### config.mk
export PLATFORM = sky130hd
export DESIGN_NAME = mesh_output_arbiter_flat
export DESIGN_NICKNAME = d
export VERILOG_FILES = /design/src/rtl/mesh_output_arbiter_if.sv /design/src/rtl/mesh_output_arbiter.sv /design/src/flat_wrapper.sv
export SDC_FILE = /design/constraint.sdc
export NUM_CORES = 1
export LEC_CHECK = 0
export ABC_AREA = 1
export CAP_MARGIN = 20
export CORE_MARGIN = 2
export CORE_UTILIZATION = 43
export CTS_CLUSTER_DIAMETER = 120
export DETAILED_ROUTE_END_ITERATION = 10
export GPL_TIMING_DRIVEN = 0
export PLACE_DENSITY = 0.83
export RECOVER_POWER = 50
export SLEW_MARGIN = 30
export SYNTH_ARGS = -nofsm -noshare
export SYNTH_HDL_FRONTEND = slang
export SYNTH_SLANG_ARGS = --single-unit
### constraint.sdc
create_clock -name clk -period 5.2 [get_ports clk]
set_clock_uncertainty 0.2 [all_clocks]
set_input_delay 0.78 -clock clk [delete_from_list [all_inputs] [get_ports clk]]
set_output_delay 0.78 -clock clk [all_outputs]
set_load 0.02 [all_outputs]
### src/rtl/mesh_output_arbiter_if.sv
// Link bundle between the per-input FIFOs, the output arbiter and the downstream router.
// The arbiter uses the master modport; the FIFO/link side uses slave.
interface mesh_output_arbiter_if #(
    parameter int N_IN    = 5,
    parameter int CREDITS = 8,
    parameter int FLIT_W  = 32
);
    localparam int CW = $clog2(CREDITS + 1);
    localparam int GW = (N_IN > 1) ? $clog2(N_IN) : 1;

    typedef logic [FLIT_W-1:0] flit_t;

    flit_t [N_IN-1:0] in_flit;
    logic  [N_IN-1:0] in_empty;
    logic  [N_IN-1:0] in_rd_en;
    flit_t            out_flit;
    logic             out_valid;
    logic             credit_in;
    logic  [CW-1:0]   credit_count;
    logic  [GW-1:0]   grant_idx;
    logic             credit_err;

    modport master (
        input  in_flit, in_empty, credit_in,
        output in_rd_en, out_flit, out_valid, credit_count, grant_idx, credit_err
    );

    modport slave (
        output in_flit, in_empty, credit_in,
        input  in_rd_en, out_flit, out_valid, credit_count, grant_idx, credit_err
    );
endinterface

### src/rtl/mesh_output_arbiter.sv
// Mesh router output port: round-robin pop from the input FIFOs, registered output link,
// and a credit counter that keeps the downstream input FIFO from being overrun.
module mesh_output_arbiter #(
    parameter int N_IN    = 5,
    parameter int CREDITS = 8,
    parameter int FLIT_W  = 32
) (
    input  logic                  clk,
    input  logic                  reset,
    mesh_output_arbiter_if.master link
);
    localparam int CW = $clog2(CREDITS + 1);
    localparam int GW = (N_IN > 1) ? $clog2(N_IN) : 1;

    logic [N_IN-1:0]   req;
    logic              grant;
    logic [GW-1:0]     win;
    logic [GW-1:0]     ptr;
    logic [CW-1:0]     credit_q;
    logic              credit_err_q;
    logic              out_valid_q;
    logic [FLIT_W-1:0] out_flit_q;
    logic [GW-1:0]     grant_idx_q;

    function automatic logic [GW-1:0] wrap_add(input logic [GW-1:0] base, input int k);
        int sum;
        sum = int'(base) + k;
        if (sum >= N_IN) sum = sum - N_IN;
        return GW'(sum);
    endfunction

    assign req = ~link.in_empty;

    // Only the registered credit count gates a grant, so a same-cycle credit_in cannot pop.
    always_comb begin
        // NOTE: every output of a combinational block gets a default first, or a latch is inferred.
        grant = 1'b0;
        win   = '0;
        if (credit_q != '0) begin
            for (int k = 0; k < N_IN; k++) begin
                if (!grant && req[wrap_add(ptr, k)]) begin
                    grant = 1'b1;
                    win   = wrap_add(ptr, k);
                end
            end
        end
    end

    // Pop is masked while reset is held so the FIFO keeps the flit the output stage drops.
    assign link.in_rd_en = (grant && reset) ? (N_IN'(1) << win) : '0;

    always_ff @(posedge clk or negedge reset) begin
        if (!reset) begin
            out_valid_q  <= 1'b0;
            out_flit_q   <= '0;
            grant_idx_q  <= '0;
            ptr          <= '0;
            credit_q     <= CW'(CREDITS);
            credit_err_q <= 1'b0;
        end else begin
            // NOTE: state is updated with non-blocking assignments so every register sees pre-edge values.
            out_valid_q <= grant;
            if (grant) begin
                out_flit_q  <= link.in_flit[win];
                grant_idx_q <= win;
                ptr         <= (win == GW'(N_IN - 1)) ? '0 : win + 1'b1;
            end

            case ({grant, link.credit_in})
                2'b10:   credit_q <= credit_q - 1'b1;
                2'b01: begin
                    if (credit_q == CW'(CREDITS)) credit_err_q <= 1'b1;
                    else                          credit_q     <= credit_q + 1'b1;
                end
                default: ;
            endcase
        end
    end

    assign link.out_valid    = out_valid_q;
    assign link.out_flit     = out_flit_q;
    assign link.grant_idx    = grant_idx_q;
    assign link.credit_count = credit_q;
    assign link.credit_err   = credit_err_q;
endmodule

### src/flat_wrapper.sv
// flat-port wrapper written by rule: the top's interface ports become plain ports
module mesh_output_arbiter_flat 
#(
    parameter int N_IN    = 5,
    parameter int CREDITS = 8,
    parameter int FLIT_W  = 32
)
  (clk, reset, link_in_flit, link_in_empty, link_credit_in, link_in_rd_en, link_out_flit, link_out_valid, link_credit_count, link_grant_idx, link_credit_err);
  mesh_output_arbiter_if #(.N_IN(N_IN), .CREDITS(CREDITS), .FLIT_W(FLIT_W)) link_i ();
  input  logic clk;
  input  logic reset;
  input wire logic [$bits(link_i.in_flit)-1:0] link_in_flit;
  input wire logic [$bits(link_i.in_empty)-1:0] link_in_empty;
  input wire logic [$bits(link_i.credit_in)-1:0] link_credit_in;
  output wire logic [$bits(link_i.in_rd_en)-1:0] link_in_rd_en;
  output wire logic [$bits(link_i.out_flit)-1:0] link_out_flit;
  output wire logic [$bits(link_i.out_valid)-1:0] link_out_valid;
  output wire logic [$bits(link_i.credit_count)-1:0] link_credit_count;
  output wire logic [$bits(link_i.grant_idx)-1:0] link_grant_idx;
  output wire logic [$bits(link_i.credit_err)-1:0] link_credit_err;
  assign link_i.in_flit = link_in_flit;
  assign link_i.in_empty = link_in_empty;
  assign link_i.credit_in = link_credit_in;
  assign link_in_rd_en = link_i.in_rd_en;
  assign link_out_flit = link_i.out_flit;
  assign link_out_valid = link_i.out_valid;
  assign link_credit_count = link_i.credit_count;
  assign link_grant_idx = link_i.grant_idx;
  assign link_credit_err = link_i.credit_err;
  mesh_output_arbiter #(.N_IN(N_IN), .CREDITS(CREDITS), .FLIT_W(FLIT_W)) u_core (.clk(clk), .reset(reset), .link(link_i));
endmodule
Word level (Yosys, flattened, before mapping) --
Index checks and enable logic that the tools add are counted.
Storage, ports and cells: output and inout bits 46, logic and storage cells 91, input bits 168, bits in registers 44
Operators by class: $lt $le $gt $ge 11, equal/unequal tests 5, shift-type cells 1, add/subtract/negate cells 12, reductions and logical operators 13, mux-type cells 42, bitwise operators 1
Operators by type and width (count):
- binary-select mux 32 bit (select 3 bit) | 1
- 2-to-1 mux 3 bit | 17
- 2-to-1 mux 32 bit | 1
- less-than comparator 3 x 4 -> 1 bit (second input constant) | 6
- >= comparator 4 x 3 -> 1 bit (second input constant) | 4
- binary-select mux 1 bit (select 3 bit) | 5
- 2-to-1 mux 1 bit | 15
- subtractor 3 bit (second input constant) | 5
- adder 3 x 2 -> 4 bit (second input constant) | 2
- one-hot mux 4 bit (2 select lines) | 1
- logical AND 1 bit | 5
- 2-to-1 mux 5 bit | 1
- NOT 5 bit | 1
- left shift 1 x 3 -> 5 bit (first input constant) | 1
- adder 3 x 1 -> 4 bit (second input constant) | 1
- adder 3 x 3 -> 4 bit (second input constant) | 1
- adder 4 x 1 -> 4 bit (second input constant) | 1
- == test 4 bit (second input constant) | 1
- logical NOT 1 bit | 4
- 2-to-1 mux 4 bit | 1
- AND reduction 2 bit | 2
- nonzero test 4 bit | 1
- subtractor 4 x 1 -> 4 bit (second input constant) | 1
- adder 3 x 1 -> 3 bit (second input constant) | 1
- other kinds (6) | 6

Depth between registers and ports, before layout --
Gate-level depths: netlist of the first run.
depth in word-level cells 26, depth in mapped cells 26, depth with buffers taken out 26

Worst setup path before layout of the first run --
Ideal clock, no wire load.
path type register to output, start point register u_core.ptr[0], end point output port link_in_rd_en[4], arrival 3.262 ns, buffers on the path 2, slack 0.958 ns, stages on the path, launching flop included 25, cell sequence dfrtp_1 inv_2 ha_1 inv_1 fa_1 inv_1 nand2_1 nand2_1 nand2_1 nand2_1 inv_1 nand3_1 nand2_1 nand2_1 nand2_1 nor2_4 nand4_1 nand2_1 inv_2 nand2_2 buf_6 buf_4 ha_1 inv_1 nor3_1
On the way: cells in the longest elaborated chain, start to end 25
Ends and longest elaborated chain:
- start: declaration | line mesh_output_arbiter.sv:18 | logic [GW-1:0] ptr;
- start signal: assignment | line mesh_output_arbiter.sv:66 | ptr <= (win == GW'(N_IN - 1)) ? '0 : win + 1'b1;
- branches (longest 24 deep; another with adder 3 x 1 -> 4 bit)
- 2-to-1 mux 5 bit * | line mesh_output_arbiter.sv:50 | assign link.in_rd_en = (grant && reset) ? (N_IN'(1) << win) : '0;
- end: declaration | line flat_wrapper.sv:15 | output wire logic [$bits(link_i.in_rd_en)-1:0] link_in_rd_en;
Mark *: on every way between the ends. The select of a mux whose other input is x is not followed.

Worst setup path after layout of the first run --
start point register u_core.ptr[1], end point output port link_in_rd_en[3]
On the way: cells in the longest elaborated chain, start to end 25
Ends and longest elaborated chain:
- branches (longest 21 deep; another with adder 3 x 1 -> 4 bit)
- 2-to-1 mux 3 bit * | line mesh_output_arbiter.sv:41 | if (!grant && req[wrap_add(ptr, k)]) begin
- 2-to-1 mux 3 bit * | line mesh_output_arbiter.sv:39 | if (credit_q != '0) begin
- named net u_core.win[0] | line mesh_output_arbiter.sv:17 | logic [GW-1:0] win;
- left shift 1 x 3 -> 5 bit * | line mesh_output_arbiter.sv:50
- 2-to-1 mux 5 bit * | line mesh_output_arbiter.sv:50
Mark *: on every way through the listed nets, which the timed path passes. The select of a mux whose other input is x is not followed.

==> flow_summary.toml, run 1 <==
[layout]
layout-drive-gt1-share = 0.0924
n_fill_cell = 1009
antenna_cells = 0
most-common-layout-cells = "sky130_fd_sc_hd__nand2_1 (324), sky130_fd_sc_hd__clkdlybuf4s50_1 (185), sky130_fd_sc_hd__nand3_1 (163)"
layout_commonest_cell = "sky130_fd_sc_hd__nand2_1"
layout.core_utilization = 0.666
final_net_count = 1190
areaGrowthSynthToFinish_pct = 52.1

[detailed_routing]
drtIter0Drc = 395
wl_per_cell_um = 15.2
routed-via-count = 5859
drt.antenna.violating_nets = 0
firstDrtPassIters = 5
wirelength_um = 17400
routed_via_density = 5.11
drcViolationCount = 0

[clock_network]
clock_path_buffers = 2
clock_transition_time_at_the_flip_flop_clock_pins_of_the_worst_setup_and_hold_paths_ns = 0.09
tritoncts_num_sinks = 44
root_buffer = "sky130_fd_sc_hd__clkbuf_8"
clk-insertion-delay-late_ns = 0.31
cts.hold.buffers_added = 0
cts_tree = "yes"
cts-buffers-inserted = 5
htree_levels = 2

[logic_synthesis]
synth_largest_type_area_fraction = 0.259
post_synth.cell_area_avg_sq_um = 6.02
synth_top_cells_by_area = "sky130_fd_sc_hd__nand2_1 (26%), sky130_fd_sc_hd__dfrtp_1 (23%), sky130_fd_sc_hd__nand3_1 (17%)"
post_synth_edffs = 0
postSynth.asyncResetShare = 1.00
most_common_flop_cell_mapped_by_yosys = "sky130_fd_sc_hd__dfrtp_1"
synth_seq_area_share = 0.234
yosys_warnings = 0
synth_top_cell_by_area = "sky130_fd_sc_hd__nand2_1"
post_synth_instance_area_sq_um = 4700
synth_instances = 781
post_synth_net_total = 966
synthesis_stage_register_bit_count = 44
ys_types = 35

[die]
floorplan.die_area_sq_um = 11800
fp.dieH_um = 109
io_pins = 214
initial_core_util = 0.438
coreArea_sq_um = 10700
rows = 38
die-width_um = 109

[setup_path]
timing.critical_path.buf_inv = 7
critical_path.reg2reg.startpoint = "u_core.ptr[1]"
regToRegEndpoint = "u_core.ptr[2]"
timing.critical_path.slowest_stage_cell = "sky130_fd_sc_hd__dfrtp_2"
end_kind = "output pin"
path_class = "reg2out"
critical_path_max_stage_delay_ns = 0.48
path_cells = "clkinvlp_4 -> ha_1 -> ha_1 -> inv_1 -> nand2_1 -> o21ai_1 -> nand3_2 -> nand2_4 -> nand3_2 -> nor2_4 -> nand3_2 -> nand3_2 -> nand2_2 -> buf_6 -> buf_4 -> inv_1 -> ha_1 -> ha_1 -> inv_1 -> nor2_1 -> clkbuf_2"
start_kind = "flop"
critical_path.top_delay_family = "simple AND/OR/NAND/NOR gates"
required_time_worst_endpoint_ns = 4.22
r2r_setup_slack_ns = 1.02
cp-startpoint = "u_core.ptr[1]"
data_arrival_time_of_the_worst_path_ns = 3.96
crit_path_max_fanout = 11
rr_worst_depth = 21

[grt]
grt_util_all_layers = 0.290
grt_start_max_net_pins = 46
gr_ovfl_total = 0
grt_pass1_wl_um = 26800
grt_pass1_vias = 5428
grt_antenna_before_repair = 0

[sta]
report.final.setup_viol = 0
postLayoutSetupSlackWorst_ns = 0.260
grt_setup_unrepaired = "false"
worst_slew_margin_rel = 0.576
final_min_period_over_clock_period = 0.950
hold_slack_ns = 0.282
timing.final.hold_violations = 0
timing.fmax_ghz = 0.202
period_minus_slack_ns = 4.94
worst-slew-pin-transition_ns = 0.636
final-max-slew-violation-count = 0

[min_path]
holdCritPathClass = "in2async"

[place]
detailed_place_hpwl_um = 13600
placement_stage_worst_setup_slack_ns = -0.0183
gp_routability_congestion = 0.920
port_buffers = 213

[outcome]
run_status = "complete, no violations"

[flow_run]
cap_violations = 0
==> cells in the mapped netlist (all sizes together) (2+ instances only) <==
cell and instances:
buf 41, inv 73, clkbuf 5, nor4 2, dfrtp 43, nor3 2, nor2 9, ha 15
o21ai 17, nand2 334, nand3b 34, nand4 13, nand3 172, o22ai 5, xor2 3, xnor2 2
a21oi 4, fa 2
==> per-layer routing <==
layer / track usage / vias up / wire length [um]
li1: - / 2966 / -
met1: 0.377 / 2645 / 7230
met2: 0.492 / 224 / 8490
met3: 0.0524 / 24 / 1330
met4: 0.0769 / 0 / 352
met5: 0 / - / 0
==> cell families (layout without fill, tap and decap cells) <==
family          after synthesis  count (layout)  synth area share
buf+inv                     120             345             0.121
flops                        44              44             0.234
fa+ha+maj                    17              17            0.0484
compound gates               28              28            0.0338
xor+xnor                      5               5           0.00932
simple gates                567             567             0.553
==> how the worst max path moves through the flow <==
stage / endpoint / cells after the start
finish: link_in_rd_en[3] / 21
global route: link_in_rd_en[1] / 26
CTS: link_in_rd_en[3] / 21
detailed placement: link_in_rd_en[3] / 19
global placement: link_in_rd_en[3] / 19
floorplan: link_in_rd_en[4] / 24
==> area by class of cell <==
cell class,instances,area (sq um),area share
well taps,140,175,0.0245
flip-flops and latches,44,1100,0.154
clock buffers,6,82.6,0.0115
plain buffers,45,288,0.0402
multi-input cells,617,3030,0.424
clock inverters,2,15.0,0.00210
repair buffers,218,2160,0.302
inverters,74,292,0.0408
==> registers in the layout, indices dropped and copies added, names as in the netlist <==
| signal | count |
|---|---|
| u_core.link.credit_count | 4 |
| u_core.link.out_valid | 1 |
| u_core.link.grant_idx | 3 |
| u_core.ptr | 3 |
| u_core.link.out_flit | 32 |
| u_core.link.credit_err | 1 |
==> per-stage QoR <==
stage | setup TNS [ns] | cells | area, sq um
2_1_floorplan | 0 | 781 | 4700
3_3_place_gp | -0.0660 | 1134 | 7010
3_5_place_dp | -0.0183 | 1134 | 7010
4_1_cts | -0.211 | 1141 | 7110
5_1_grt | 0 | 1146 | 7150
6_report | 0 | 1146 | 7150
==> worst register-to-register path, delay by kind of cell (launching register included) <==
| kind | cells | cell delay (ns) |
|---|---|---|
| DFF | 1 | 0.48 |
| AOI/OAI and AO/OA | 2 | 0.30 |
| and+or+nand+nor | 9 | 1.22 |
| buffers and inverters | 6 | 0.84 |
| adders and majority gates | 4 | 1.06 |
==> what timing repair did <==
item                                    in CTS  in global routing
gates resized for setup                      8                 10
endpoints found under the setup margin       5                  5
buffers inserted                             0                  5
Power of run 1 is left out: the tool's default activity adds up to more than one toggle a clock period on the data nets, which glitch-free logic cannot reach.
==> inputs of run 2 (changes only) <==
CORE_UTILIZATION = 45   (was 43)
HOLD_SLACK_MARGIN = 0.15   (was not set)
PLACE_DENSITY = 0.86   (was 0.83)
clock period = 6.2 ns   (was 5.2 ns; I/O delays follow)
==> flow_summary.toml, run 2 (same netlist as run 1, synthesis figures left out) <==
[grt]
grt_util_all_layers = 0.297
grt_start_max_net_pins = 46
grt_antenna_before_repair = 0
grt_pass1_vias = 5472
gr_ovfl_total = 0
grt_pass1_wl_um = 26800

[setup_path]
end_kind = "output pin"
crit_path_max_fanout = 11
timing.critical_path.slowest_stage_cell = "sky130_fd_sc_hd__clkdlybuf4s50_1"
path_class = "reg2out"
critical_path.reg2reg.startpoint = "u_core.ptr[0]"
start_kind = "flop"
required_time_worst_endpoint_ns = 5.07
timing.critical_path.buf_inv = 9
regToRegEndpoint = "u_core.ptr[2]"
critical_path.top_delay_family = "buffers and inverters"
rr_worst_depth = 26
r2r_setup_slack_ns = 1.88
data_arrival_time_of_the_worst_path_ns = 4.56
critical_path_max_stage_delay_ns = 0.64
critical-path-top-cell-by-count = "sky130_fd_sc_hd__nand2_1"
crit_cells = 27

[detailed_routing]
drtIter0Drc = 380
drt.antenna.violating_nets = 0
routed-via-count = 5877
firstDrtPassIters = 5
routed_via_density = 5.16
wirelength_um = 16900
wl_per_cell_um = 14.8
drcViolationCount = 0

[sta]
timing.final.hold_violations = 0
worst-slew-pin-transition_ns = 2.54
report.final.setup_viol = 0
timing.fmax_ghz = 0.176
final-max-slew-violation-count = 46
worst_slew_margin_rel = -0.692
final_min_period_over_clock_period = 0.917
period_minus_slack_ns = 5.69
grt_setup_unrepaired = "false"
timing.setup.tns_ns = 0

[clock_network]
post_cts_resize_count = 0
root_buffer = "sky130_fd_sc_hd__clkbuf_8"
cts.hold.buffers_added = 0
htree_levels = 2
clock_transition_time_at_the_flip_flop_clock_pins_of_the_worst_setup_and_hold_paths_ns = 0.08
cts-buffers-inserted = 5
tritoncts_num_sinks = 44
clock_path_buffers = 2
post_cts_buffers = 0
cts_tree = "yes"
clk-insertion-delay-late_ns = 0.30

[die]
floorplan.die_area_sq_um = 11300
rows = 37
io_pins = 214
fp.dieH_um = 106
die-width_um = 106
coreArea_sq_um = 10200
initial_core_util = 0.460

[layout]
n_fill_cell = 932
most-common-layout-cells = "sky130_fd_sc_hd__nand2_1 (324), sky130_fd_sc_hd__clkdlybuf4s50_1 (189), sky130_fd_sc_hd__nand3_1 (163)"
register_area_sq_um = 1100
layout_commonest_cell = "sky130_fd_sc_hd__nand2_1"
final_net_count = 1186
areaGrowthSynthToFinish_pct = 51.1
largest_register_ff_count = 32
antenna_cells = 0
layout-drive-gt1-share = 0.0808
area_of_the_multi_input_gates_sq_um = 3030

[place]
detailed_place_hpwl_um = 13500
gp_routability_congestion = 0.909
port_buffers = 213

[flow_run]
cap_violations = 1

[min_path]
worstHoldPathCells = 2
holdCritStartpoint = "u_core.link.out_flit[29]"
holdPathEnd = "u_core.link.out_flit[29]"
holdCritPathClass = "reg2reg"

[outcome]
run_status = "complete, but fails checks"
failed_checks = "max-capacitance violations, max-slew violations"
==> run 2: cell count changes in the layout (fill, tap and decap cells not counted), moves of 2 or more <==
cell                              change
sky130_fd_sc_hd__dfrtp_2              -2
sky130_fd_sc_hd__clkbuf_2             -2
sky130_fd_sc_hd__clkinvlp_4           -3
sky130_fd_sc_hd__dfrtp_1              +2
sky130_fd_sc_hd__inv_2                +2
sky130_fd_sc_hd__dlymetal6s2s_1       -2
sky130_fd_sc_hd__clkbuf_1             +2
sky130_fd_sc_hd__clkdlybuf4s50_1      +4
sky130_fd_sc_hd__buf_2                +2
sky130_fd_sc_hd__buf_4                -7
==> run 2: worst register-to-register path, stage by stage (launching register included) <==
cell	delay [ns]
sky130_fd_sc_hd__dfrtp_1	0.47
sky130_fd_sc_hd__inv_2	0.20
sky130_fd_sc_hd__ha_1	0.17
sky130_fd_sc_hd__inv_1	0.06
sky130_fd_sc_hd__fa_1	0.36
sky130_fd_sc_hd__inv_1	0.11
sky130_fd_sc_hd__nand2_1	0.08
sky130_fd_sc_hd__nand2_1	0.11
sky130_fd_sc_hd__nand2_1	0.06
sky130_fd_sc_hd__nand2_1	0.11
sky130_fd_sc_hd__inv_1	0.07
sky130_fd_sc_hd__nand3_1	0.08
sky130_fd_sc_hd__nand2_1	0.05
sky130_fd_sc_hd__nand2_1	0.05
sky130_fd_sc_hd__nand2_1	0.14
sky130_fd_sc_hd__nand4_1	0.18
sky130_fd_sc_hd__nand3_1	0.09
sky130_fd_sc_hd__nand2_1	0.10
sky130_fd_sc_hd__nand3_2	0.09
sky130_fd_sc_hd__nand2_2	0.12
sky130_fd_sc_hd__buf_6	0.16
sky130_fd_sc_hd__buf_4	0.20
sky130_fd_sc_hd__inv_1	0.07
sky130_fd_sc_hd__ha_1	0.18
sky130_fd_sc_hd__ha_1	0.28
sky130_fd_sc_hd__or2_2	0.32
sky130_fd_sc_hd__o22ai_1	0.14
==> run 2: metal layers <==
metal	track usage	part of all wire
met5	0	0
met3	0.0533	0.083
met2	0.519	0.50
met1	0.374	0.40
met4	0.0799	0.025
==> run 2: how the worst max path moves through the flow <==
stage | from | end | slack [ns]
finish | u_core.ptr[0] | link_in_rd_en[3] | 0.51
global placement | reset | link_in_rd_en[4] | 0.83
detailed placement | u_core.ptr[0] | link_in_rd_en[3] | 0.88
global route | u_core.ptr[0] | link_in_rd_en[3] | 0.16
CTS | u_core.ptr[0] | link_in_rd_en[3] | 0.54
floorplan | u_core.ptr[0] | link_in_rd_en[4] | 1.81
==> run 2: cell type report <==
cell class                      instances  share of cell area
Clock inverter                          2             0.00493
Timing Repair Buffer                  213               0.299
Tap cell                              136              0.0239
Inverter                               74              0.0394
Clock buffer                            6              0.0102
Buffer                                 46              0.0409
Multi-Input combinational cell        617               0.426
Sequential cell                        44               0.155
==> run 2: per-stage QoR <==
stage	setup WS, ns	util	std cells	instance area (sq um)	hold WS, ns
finish	0.512	0.695	1138	7110	0.279
global route	0.156	0.695	1138	7110	0.309
CTS	0.544	0.695	1138	7110	0.287
detailed placement	0.876	0.684	1130	7000	0.265
global placement	0.834	0.685	1130	7000	0.260
floorplan	1.81	-	781	4700	0.367
Power of run 2 is left out for the same reason.
==> inputs of run 3 (changes only) <==
CORE_MARGIN = 1.5   (was 2)
==> flow_summary.toml, run 3 (same netlist as run 1, synthesis figures left out) <==
[outcome]
run_status = "complete, but fails checks"
failed_checks = "max-capacitance violations, max-slew violations"

[detailed_routing]
firstDrtPassIters = 6
drcViolationCount = 0
routed-via-count = 5840
drtIter0Drc = 370
wl_per_cell_um = 14.9
wirelength_um = 17000
routed_via_density = 5.14
drt.antenna.violating_nets = 0

[min_path]
holdCritPathClass = "reg2reg"
holdPathEnd = "u_core.link.out_flit[3]"
holdCritStartpoint = "u_core.link.out_flit[3]"
worstHoldPathCells = 2

[sta]
timing.setup.tns_ns = 0
worst-slew-pin-transition_ns = 2.55
timing.fmax_ghz = 0.177
final-max-slew-violation-count = 46
worst_slew_margin_rel = -0.702
grt_setup_unrepaired = "false"
timing.final.hold_violations = 0
period_minus_slack_ns = 5.65
final_min_period_over_clock_period = 0.911
report.final.setup_viol = 0

[die]
io_pins = 214
initial_core_util = 0.460
fp.dieH_um = 105
die-width_um = 105
coreArea_sq_um = 10200
floorplan.die_area_sq_um = 11100
rows = 37

[place]
gp_routability_congestion = 0.884
port_buffers = 213
detailed_place_hpwl_um = 13400

[setup_path]
rr_worst_depth = 26
r2r_setup_slack_ns = 1.84
start_kind = "flop"
cp-startpoint = "u_core.ptr[0]"
path_class = "reg2out"
data_arrival_time_of_the_worst_path_ns = 4.52
required_time_worst_endpoint_ns = 5.07
critical_path.reg2reg.startpoint = "u_core.ptr[0]"
end_kind = "output pin"
crit_path_max_fanout = 11
regToRegEndpoint = "u_core.ptr[2]"

[clock_network]
root_buffer = "sky130_fd_sc_hd__clkbuf_8"
post_cts_buffers = 0
cts.hold.buffers_added = 0
clk-insertion-delay-late_ns = 0.31
tritoncts_num_sinks = 44
clock_transition_time_at_the_flip_flop_clock_pins_of_the_worst_setup_and_hold_paths_ns = 0.08
cts_tree = "yes"
cts-buffers-inserted = 5
post_cts_resize_count = 0
clock_path_buffers = 2
htree_levels = 2

[grt]
gr_ovfl_total = 0
grt_util_all_layers = 0.307
grt_antenna_before_repair = 0
grt_pass1_vias = 5488
grt_start_max_net_pins = 46
grt_pass1_wl_um = 27100

[layout]
layout_commonest_cell = "sky130_fd_sc_hd__nand2_1"
layout-drive-gt1-share = 0.0799
n_fill_cell = 919
final_net_count = 1185
largest_register_ff_count = 32
areaGrowthSynthToFinish_pct = 51.0
most-common-layout-cells = "sky130_fd_sc_hd__nand2_1 (324), sky130_fd_sc_hd__clkdlybuf4s50_1 (189), sky130_fd_sc_hd__nand3_1 (163)"
antenna_cells = 0

[flow_run]
cap_violations = 1
run 3: cell types whose count changed in the layout (fill, tap and decap cells not counted), sizes merged:
cell,before,now
buf,41,40
run 3: worst max-delay path, stage by stage, from the launching register on:
cell	delay (ns)
sky130_fd_sc_hd__dfrtp_1	0.47
sky130_fd_sc_hd__inv_2	0.20
sky130_fd_sc_hd__ha_1	0.17
sky130_fd_sc_hd__inv_1	0.06
sky130_fd_sc_hd__fa_1	0.36
sky130_fd_sc_hd__inv_1	0.11
sky130_fd_sc_hd__nand2_1	0.08
sky130_fd_sc_hd__nand2_1	0.11
sky130_fd_sc_hd__nand2_1	0.06
sky130_fd_sc_hd__nand2_1	0.11
sky130_fd_sc_hd__inv_1	0.07
sky130_fd_sc_hd__nand3_1	0.09
sky130_fd_sc_hd__nand2_1	0.05
sky130_fd_sc_hd__nand2_1	0.05
sky130_fd_sc_hd__nand2_1	0.14
sky130_fd_sc_hd__nand4_1	0.17
sky130_fd_sc_hd__nand3_1	0.08
sky130_fd_sc_hd__nand2_1	0.09
sky130_fd_sc_hd__nand3_2	0.08
sky130_fd_sc_hd__nand2_2	0.12
sky130_fd_sc_hd__buf_6	0.17
sky130_fd_sc_hd__buf_4	0.20
sky130_fd_sc_hd__ha_1	0.19
sky130_fd_sc_hd__inv_1	0.06
sky130_fd_sc_hd__nor3_1	0.26
sky130_fd_sc_hd__clkdlybuf4s50_1	0.66
run 3: metrics by stage:
step / worst slack [ns] / hold slack, ns / std cells / cell area [sq um] / utilization
after global placement: 0.843 / 0.261 / 1130 / 7000 / 0.685
after detailed placement: 0.855 / 0.264 / 1130 / 7000 / 0.684
after CTS: 0.518 / 0.289 / 1138 / 7110 / 0.695
final: 0.555 / 0.280 / 1137 / 7100 / 0.694
after floorplan: 1.81 / 0.367 / 781 / 4700 / -
after global routing: 0.0802 / 0.300 / 1137 / 7100 / 0.694
run 3: worst max-delay path by stage:
stage / endpoint / slack [ns] / depth (start not counted)
floorplan: link_in_rd_en[4] / 1.81 / 24
global placement: link_in_rd_en[4] / 0.84 / 4
detailed placement: link_in_rd_en[3] / 0.85 / 27
CTS: link_in_rd_en[3] / 0.52 / 27
global route: link_in_rd_en[3] / 0.08 / 26
finish: link_in_rd_en[4] / 0.55 / 25
run 3: cell type report:
type / instances / area, sq um / share of cell area
well taps: 136 / 170 / 0.0240
flip-flops and latches: 44 / 1100 / 0.155
clock inverters: 2 / 35.0 / 0.00493
plain buffers: 45 / 285 / 0.0402
inverters: 74 / 280 / 0.0395
clock buffers: 6 / 72.6 / 0.0102
multi-input cells: 617 / 3030 / 0.427
repair buffers: 213 / 2130 / 0.299
run 3: per-layer routing:
layer,vias up,wire length (um),track usage
met2,254,8390,0.541
li1,2957,-,-
met3,32,1440,0.0606
met5,-,0,0
met4,0,480,0.0978
met1,2597,6660,0.374
Power of run 3 is left out for the same reason.
